==> config.mk <==
export PLATFORM = sky130hd
export DESIGN_NAME = ob_write
export DESIGN_NICKNAME = d
export VERILOG_FILES = /design/src/rtl/ob_write_pkg.sv /design/src/rtl/ob_merge.sv /design/src/rtl/ob_write.sv
export SDC_FILE = /design/constraint.sdc
export NUM_CORES = 1
export LEC_CHECK = 0
export CORE_MARGIN = 2
export CORE_UTILIZATION = 30
export DETAILED_ROUTE_END_ITERATION = 10
export PLACE_DENSITY = 0.55
export SYNTH_ARGS = -nofsm -noshare
export SYNTH_HDL_FRONTEND = slang
export SYNTH_SLANG_ARGS = --single-unit
==> constraint.sdc <==
create_clock -name clk -period 17.2 [get_ports clk]
set_input_delay 1.72 -clock clk [delete_from_list [all_inputs] [get_ports clk]]
set_output_delay 1.72 -clock clk [all_outputs]
set_load 0.01 [all_outputs]
==> src/rtl/ob_write_pkg.sv <==
// -----------------------------------------------------------------------------
// ob_write_pkg
// Shared definitions for the bitmap-object writeback block:
//   - state_t      : writeback sequencer states
//   - merge_sel_t  : which original phrase the merge unit patches
//   - field positions/widths inside the 64-bit object phrases
//   - phrase2_addr : phrase-2 address derived from the phrase-0 address
// -----------------------------------------------------------------------------
package ob_write_pkg;

    localparam int ADDR_W      = 21;
    localparam int PHRASE_W    = 64;

    // Phrase 0 carries the data pointer and the height.
    localparam int DATA_LSB    = 43;
    localparam int DATA_W      = 21;
    localparam int HEIGHT_LSB  = 14;
    localparam int HEIGHT_W    = 10;

    // Phrase 2 (scaled objects only) carries the remainder.
    localparam int REM_LSB     = 16;
    localparam int REM_W       = 8;

    // Phrase 2 sits two phrases above phrase 0.
    localparam int PHRASE2_OFS = 2;

    typedef enum logic [2:0] {
        S_IDLE,
        S_KICK,
        S_GUARD,
        S_WAITU,
        S_WR0,
        S_WR2,
        S_FIN
    } state_t;

    typedef enum logic {
        MERGE_P0,
        MERGE_P2
    } merge_sel_t;

    // Phrase address arithmetic wraps inside the 21-bit space; the carry out
    // is intentionally dropped.
    function automatic logic [ADDR_W-1:0] phrase2_addr(input logic [ADDR_W-1:0] base);
        return base + ADDR_W'(PHRASE2_OFS);
    endfunction

endpackage

==> src/rtl/ob_merge.sv <==
// -----------------------------------------------------------------------------
// ob_merge
// Purely combinational phrase patcher. Starts from the original object phrase
// and overwrites only the fields belonging to the selected phrase; every other
// bit passes through untouched.
//
// Ports:
//   i_phrase     in  64  original object phrase (phrase 0 or phrase 2)
//   i_newdata    in  21  updated data pointer   (phrase 0, bits 63:43)
//   i_newheight  in  10  updated height         (phrase 0, bits 23:14)
//   i_newrem     in   8  updated remainder      (phrase 2, bits 23:16)
//   i_sel        in   1  MERGE_P0 or MERGE_P2
//   o_phrase     out 64  merged phrase
// -----------------------------------------------------------------------------
module ob_merge
    import ob_write_pkg::*;
(
    input  logic [PHRASE_W-1:0] i_phrase,
    input  logic [DATA_W-1:0]   i_newdata,
    input  logic [HEIGHT_W-1:0] i_newheight,
    input  logic [REM_W-1:0]    i_newrem,
    input  merge_sel_t          i_sel,
    output logic [PHRASE_W-1:0] o_phrase
);

    // NOTE: the pass-through default is assigned first so every path through
    // this block drives o_phrase completely and no latch is inferred.
    always_comb begin
        o_phrase = i_phrase;
        case (i_sel)
            MERGE_P0: begin
                o_phrase[DATA_LSB   +: DATA_W]   = i_newdata;
                o_phrase[HEIGHT_LSB +: HEIGHT_W] = i_newheight;
            end
            MERGE_P2: begin
                o_phrase[REM_LSB +: REM_W] = i_newrem;
            end
            default: o_phrase = i_phrase;
        endcase
    end

endmodule

==> src/rtl/ob_write.sv <==
// -----------------------------------------------------------------------------
// ob_write
// Writes a bitmap object's updated phrases back to memory. On start it kicks
// the writeback-update stage, waits for it to finish, then writes phrase 0
// (new data pointer and height) and, for scaled objects, phrase 2 (new
// remainder), and finally pulses done.
//
// Ports:
//   clk        in   1  clock, rising edge
//   reset      in   1  asynchronous, active-high reset
//   start      in   1  writeback request, sampled only in IDLE
//   scaled     in   1  object is scaled (phrase 2 also written), captured with start
//   objaddr    in  21  phrase address of object phrase 0, captured with start
//   phrase0    in  64  original phrase 0, captured with start
//   phrase2    in  64  original phrase 2, captured with start
//   wbkstart   out  1  one-cycle kick to the update stage
//   wbkdone    in   1  update stage idle/finished
//   newdata    in  21  updated data pointer
//   newheight  in  10  updated height
//   newrem     in   8  updated remainder
//   wr_req     out  1  memory write request
//   wr_addr    out 21  phrase write address
//   wr_data    out 64  phrase write data
//   wr_ack     in   1  write accepted this cycle
//   busy       out  1  high whenever not IDLE
//   done       out  1  one-cycle completion pulse
// -----------------------------------------------------------------------------
module ob_write
    import ob_write_pkg::*;
(
    input  logic                clk,
    input  logic                reset,
    input  logic                start,
    input  logic                scaled,
    input  logic [ADDR_W-1:0]   objaddr,
    input  logic [PHRASE_W-1:0] phrase0,
    input  logic [PHRASE_W-1:0] phrase2,
    output logic                wbkstart,
    input  logic                wbkdone,
    input  logic [DATA_W-1:0]   newdata,
    input  logic [HEIGHT_W-1:0] newheight,
    input  logic [REM_W-1:0]    newrem,
    output logic                wr_req,
    output logic [ADDR_W-1:0]   wr_addr,
    output logic [PHRASE_W-1:0] wr_data,
    input  logic                wr_ack,
    output logic                busy,
    output logic                done
);

    state_t                r_state;

    // Object context captured with start.
    logic                  r_scaled;
    logic [ADDR_W-1:0]     r_objaddr;
    logic [PHRASE_W-1:0]   r_phrase0;
    logic [PHRASE_W-1:0]   r_phrase2;

    // Registered outputs.
    logic                  r_wbkstart;
    logic                  r_wr_req;
    logic [ADDR_W-1:0]     r_wr_addr;
    logic [PHRASE_W-1:0]   r_wr_data;
    logic                  r_busy;
    logic                  r_done;

    merge_sel_t            w_merge_sel;
    logic [PHRASE_W-1:0]   w_merge_in;
    logic [PHRASE_W-1:0]   w_merged;
    logic                  w_ack;

    // The merged phrase is only consumed on two transitions: WAITU->WR0
    // (phrase 0) and WR0->WR2 (phrase 2). Being in WR0 therefore means the
    // next phrase to load is phrase 2.
    assign w_merge_sel = (r_state == S_WR0) ? MERGE_P2 : MERGE_P0;
    assign w_merge_in  = (w_merge_sel == MERGE_P2) ? r_phrase2 : r_phrase0;

    // An acknowledge only counts while a request is actually outstanding.
    assign w_ack = wr_ack && r_wr_req;

    ob_merge u_merge (
        .i_phrase    (w_merge_in),
        .i_newdata   (newdata),
        .i_newheight (newheight),
        .i_newrem    (newrem),
        .i_sel       (w_merge_sel),
        .o_phrase    (w_merged)
    );

    // NOTE: sequential state uses non-blocking assignments so every register
    // samples pre-edge values regardless of statement order.
    always_ff @(posedge clk or posedge reset) begin
        if (reset) begin
            r_state    <= S_IDLE;
            r_scaled   <= 1'b0;
            r_objaddr  <= '0;
            r_phrase0  <= '0;
            r_phrase2  <= '0;
            r_wbkstart <= 1'b0;
            r_wr_req   <= 1'b0;
            r_wr_addr  <= '0;
            r_wr_data  <= '0;
            r_busy     <= 1'b0;
            r_done     <= 1'b0;
        end else begin
            // Single-cycle pulses default low.
            r_wbkstart <= 1'b0;
            r_done     <= 1'b0;

            case (r_state)
                S_IDLE: begin
                    if (start) begin
                        r_scaled   <= scaled;
                        r_objaddr  <= objaddr;
                        r_phrase0  <= phrase0;
                        r_phrase2  <= phrase2;
                        r_wbkstart <= 1'b1;
                        r_busy     <= 1'b1;
                        r_state    <= S_KICK;
                    end
                end

                S_KICK: begin
                    r_state <= S_GUARD;
                end

                // The update stage only drops wbkdone one edge after the
                // kick, so wbkdone is not trusted here.
                S_GUARD: begin
                    r_state <= S_WAITU;
                end

                S_WAITU: begin
                    if (wbkdone) begin
                        r_wr_req  <= 1'b1;
                        r_wr_addr <= r_objaddr;
                        r_wr_data <= w_merged;
                        r_state   <= S_WR0;
                    end
                end

                S_WR0: begin
                    if (w_ack) begin
                        if (r_scaled) begin
                            // Request stays high straight into the second write.
                            r_wr_addr <= phrase2_addr(r_objaddr);
                            r_wr_data <= w_merged;
                            r_state   <= S_WR2;
                        end else begin
                            r_wr_req <= 1'b0;
                            r_done   <= 1'b1;
                            r_state  <= S_FIN;
                        end
                    end
                end

                S_WR2: begin
                    if (w_ack) begin
                        r_wr_req <= 1'b0;
                        r_done   <= 1'b1;
                        r_state  <= S_FIN;
                    end
                end

                S_FIN: begin
                    r_busy  <= 1'b0;
                    r_state <= S_IDLE;
                end

                default: begin
                    r_wr_req <= 1'b0;
                    r_busy   <= 1'b0;
                    r_state  <= S_IDLE;
                end
            endcase
        end
    end

    assign wbkstart = r_wbkstart;
    assign wr_req   = r_wr_req;
    assign wr_addr  = r_wr_addr;
    assign wr_data  = r_wr_data;
    assign busy     = r_busy;
    assign done     = r_done;

endmodule
==> run summary <==
share of layout cells above drive strength 1 - 17.26%
Initial Util - 30.62%
final net count - 1112
GRT overflow - 0
CP arrival - 4.08 ns
WL per Instance - 15.93 um
CTS H-tree lvls - 1
max-slew violation count - 0
worst-margin pin slew - 1.002 ns
cell count after synthesis - 685
Resized Gates After CTS - 0
Pre-Repair DR Iteration Count - 6
clk sinks - 203
Antenna Nets Post-Route - 0
R2R setup slack - 14.34 ns
Setup crit start - wbkdone
initial DRC count - 253
final worst-path cycle share - 21.72%
CTS tree - built
Core Region - 0.02786 mm^2
final hold viol count - 0
CTS Buf Count - 24
P per Cell Area - 90.24 mW/mm^2
outcome - complete, no violations
synthesis-to-finish area growth - 42.51%
VDD IR-drop max - 0.00005621 V
count of input and output buffers - 243
unrepaired setup endpoints after global routing - false
critical path peak fanout - 90
worst r2r dst - wr_data[49]
largest net degree at the start of global routing - 133
Max Cap Viol - 0
Setup violations, final - 0
syn_nets - 880
die area - 0.02980 mm^2
Setup crit end kind - flip-flop
Final Util - 43.63%
GRT Overall Usage - 13.92%
Crit Path Category - in -> reg
drt drc - 0
sequential fraction of the synthesis area - 59.56%
clock period minus final worst setup slack - 3.736 ns
GPL Wtd Cong - 0.7407
Worst-path clk slew - 0.06 ns
hold_buf cts - 0
ANT cells - 0
f_max - 0.2677 GHz
routed wire length - 20880 um
Post-CTS Setup Inserts - 0
Root Buffer - clkbuf_16
post-synth design cell area - 0.008529 mm^2
Yosys reg bits - 203
Fin Setup TNS - 0 ns
Slew headroom - 33.21%
vias in the first global route - 6060
antenna violations before repair - 0
Core Rows - 61
Mean Syn Cell Area - 12.45 um^2
DIE WIDTH - 172.6 um
clock latency on the worst-skew pair - 0.51 ns
global-route wire length before repair - 33820 um
Worst Path Required - 17.55 ns
PnR worst setup slack - 13.46 ns
clk buf depth - 3
die extent in y - 172.6 um
Yosys warnings - 0
reg2reg path depth - 5
dpl hpwl - 13790 um
worst reg2reg path startpoint - r_state[1]
Cell variety after synth - 38
Tightest Hold Check Type - reg -> reg
CP Launch Type - primary input
IO Count - 283
DR vias/cell - 4.471
Worst Setup EP - wr_data[49]
DR vias - 5861
DP Worst Slack - 12.87 ns
Leakage Power - 5.575 nW
Final Skew - 0.01003 ns
==> area by class of cell <==
cell class / instances / area, um^2
clock buffer: 37 / 730.7
clock inverter: 5 / 102.6
fill: 2619 / 15700
inverter: 5 / 26.28
multi-input combinational: 432 / 3251
sequential: 203 / 5080
tap: 378 / 473.0
timing repair buffer: 251 / 2492
==> critical path, cell delays in order <==
cell and delay (ns):
clkdlybuf4s50_1 0.48, nand4b_1 0.18, o31a_2 0.16, buf_4 0.50, buf_4 0.74, o21ai_0 0.21
==> kinds of logic after synthesis <==
group | Yosys count | synth area share (%)
flip-flops | 203 | 59.56
multiplexers | 175 | 22.15
AND/OR/NAND/NOR | 140 | 7.921
AO/OA/AOI/OAI | 104 | 6.484
buffers and inverters | 50 | 2.508
XOR/XNOR | 12 | 1.232
adder cells (fa/ha/maj) | 1 | 0.1467
==> where the power goes <==
part / internal [mW] / total, mW / leakage (nW) / switching (mW)
Sequential: 0.491 / 0.500 / 2.71 / 0.00865
Clock: 0.335 / 0.531 / 0.405 / 0.196
Combinational: 0.0448 / 0.0656 / 2.46 / 0.0207
==> cell usage in the layout, fill, tap and decap left out, types with 3 or more instances in the layout <==
cell and count:
clkdlybuf4s50_1 243, dfrtp_1 203, mux2_2 110, nand2_1 90, o21ai_0 85, mux2i_1 65, clkbuf_16 25, nand3_1 9
xnor2_1 8, a31oi_1 8, buf_4 8, nor2_1 7, clkbuf_8 6, clkbuf_1 6, or3_1 5, nor3_1 4
xor2_1 4, nand4_1 4, inv_1 4, and3_1 3, bufinv_16 3
==> worst min path at each step <==
stage	end	from	slack, ns	depth (start not counted)
final	wr_addr[0]	wr_addr[0]	0.47	2
after detailed placement	wr_addr[0]	wr_addr[0]	0.47	2
after global placement	wr_addr[0]	wr_addr[0]	0.45	2
after global routing	wr_data[5]	wr_data[5]	0.50	2
after floorplan	wr_addr[0]	r_objaddr[0]	0.44	2
after CTS	wr_addr[0]	wr_addr[0]	0.48	2
==> flip-flops by register name, summed over array words and instances (netlist names), 3 cells and up <==
register and cells:
r_phrase2 56, r_phrase0 33, r_state 3, wr_addr 21
r_objaddr 21, wr_data 64
==> stage by stage <==
step                cells  cell area, um^2  power, mW  hold slack (ns)
floorplan             685             8529     0.5317           0.4420
global placement     1269            11320     0.5748           0.4536
detailed placement   1269            11320     0.5757           0.4654
CTS                  1311            12160      1.118           0.4785
global route         1311            12160      1.143           0.4992
finish               1311            12160      1.097           0.4685
==> metal layers <==
metal  up-vias  GRT usage, %  share of wire (%)
met5         -             0                  0
met4         0         3.526                2.4
met3        25         5.013                8.4
met2       186         21.74                 44
met1      2773         18.40                 45
li1       2877             -                  -
==> synth_stat cells <==
library cell  number  area, um^2
dfrtp_1          203        5080
mux2_2           110        1239
nand2_1           90       337.8
o21ai_0           85       425.4
mux2i_1           65       650.6
clkbuf_1          22       82.58
buf_2             21       105.1
nand3_1            9       45.04
a31oi_1            8       50.05
nor2_1             8       30.03
xnor2_1            8       70.07
inv_1              5       18.77
or3_1              5       31.28
nand4_1            4       25.02
nor3_1             4       20.02
xor2_1             4       35.03
and3_1             3       18.77
a21o_1             2       15.01
a21oi_1            2       10.01
and2_1             2       12.51
and4_1             2       17.52
buf_1              2       7.510
nand2b_1           2       12.51
nand3b_1           2       15.01
o211ai_1           2       15.01
o31ai_1            2       15.01
or4_1              2       15.01
and4bb_2           1       12.51
ha_1               1       12.51
nand4_4            1       21.27
nand4b_1           1       8.760
nand4bb_4          1       27.53
nor4_1             1       6.260
nor4b_1            1       8.760
o21bai_1           1       7.510
o22ai_1            1       6.260
o31a_1             1       8.760
or4b_1             1       10.01
No activity file was read; power rests on OpenSTA's default activity.
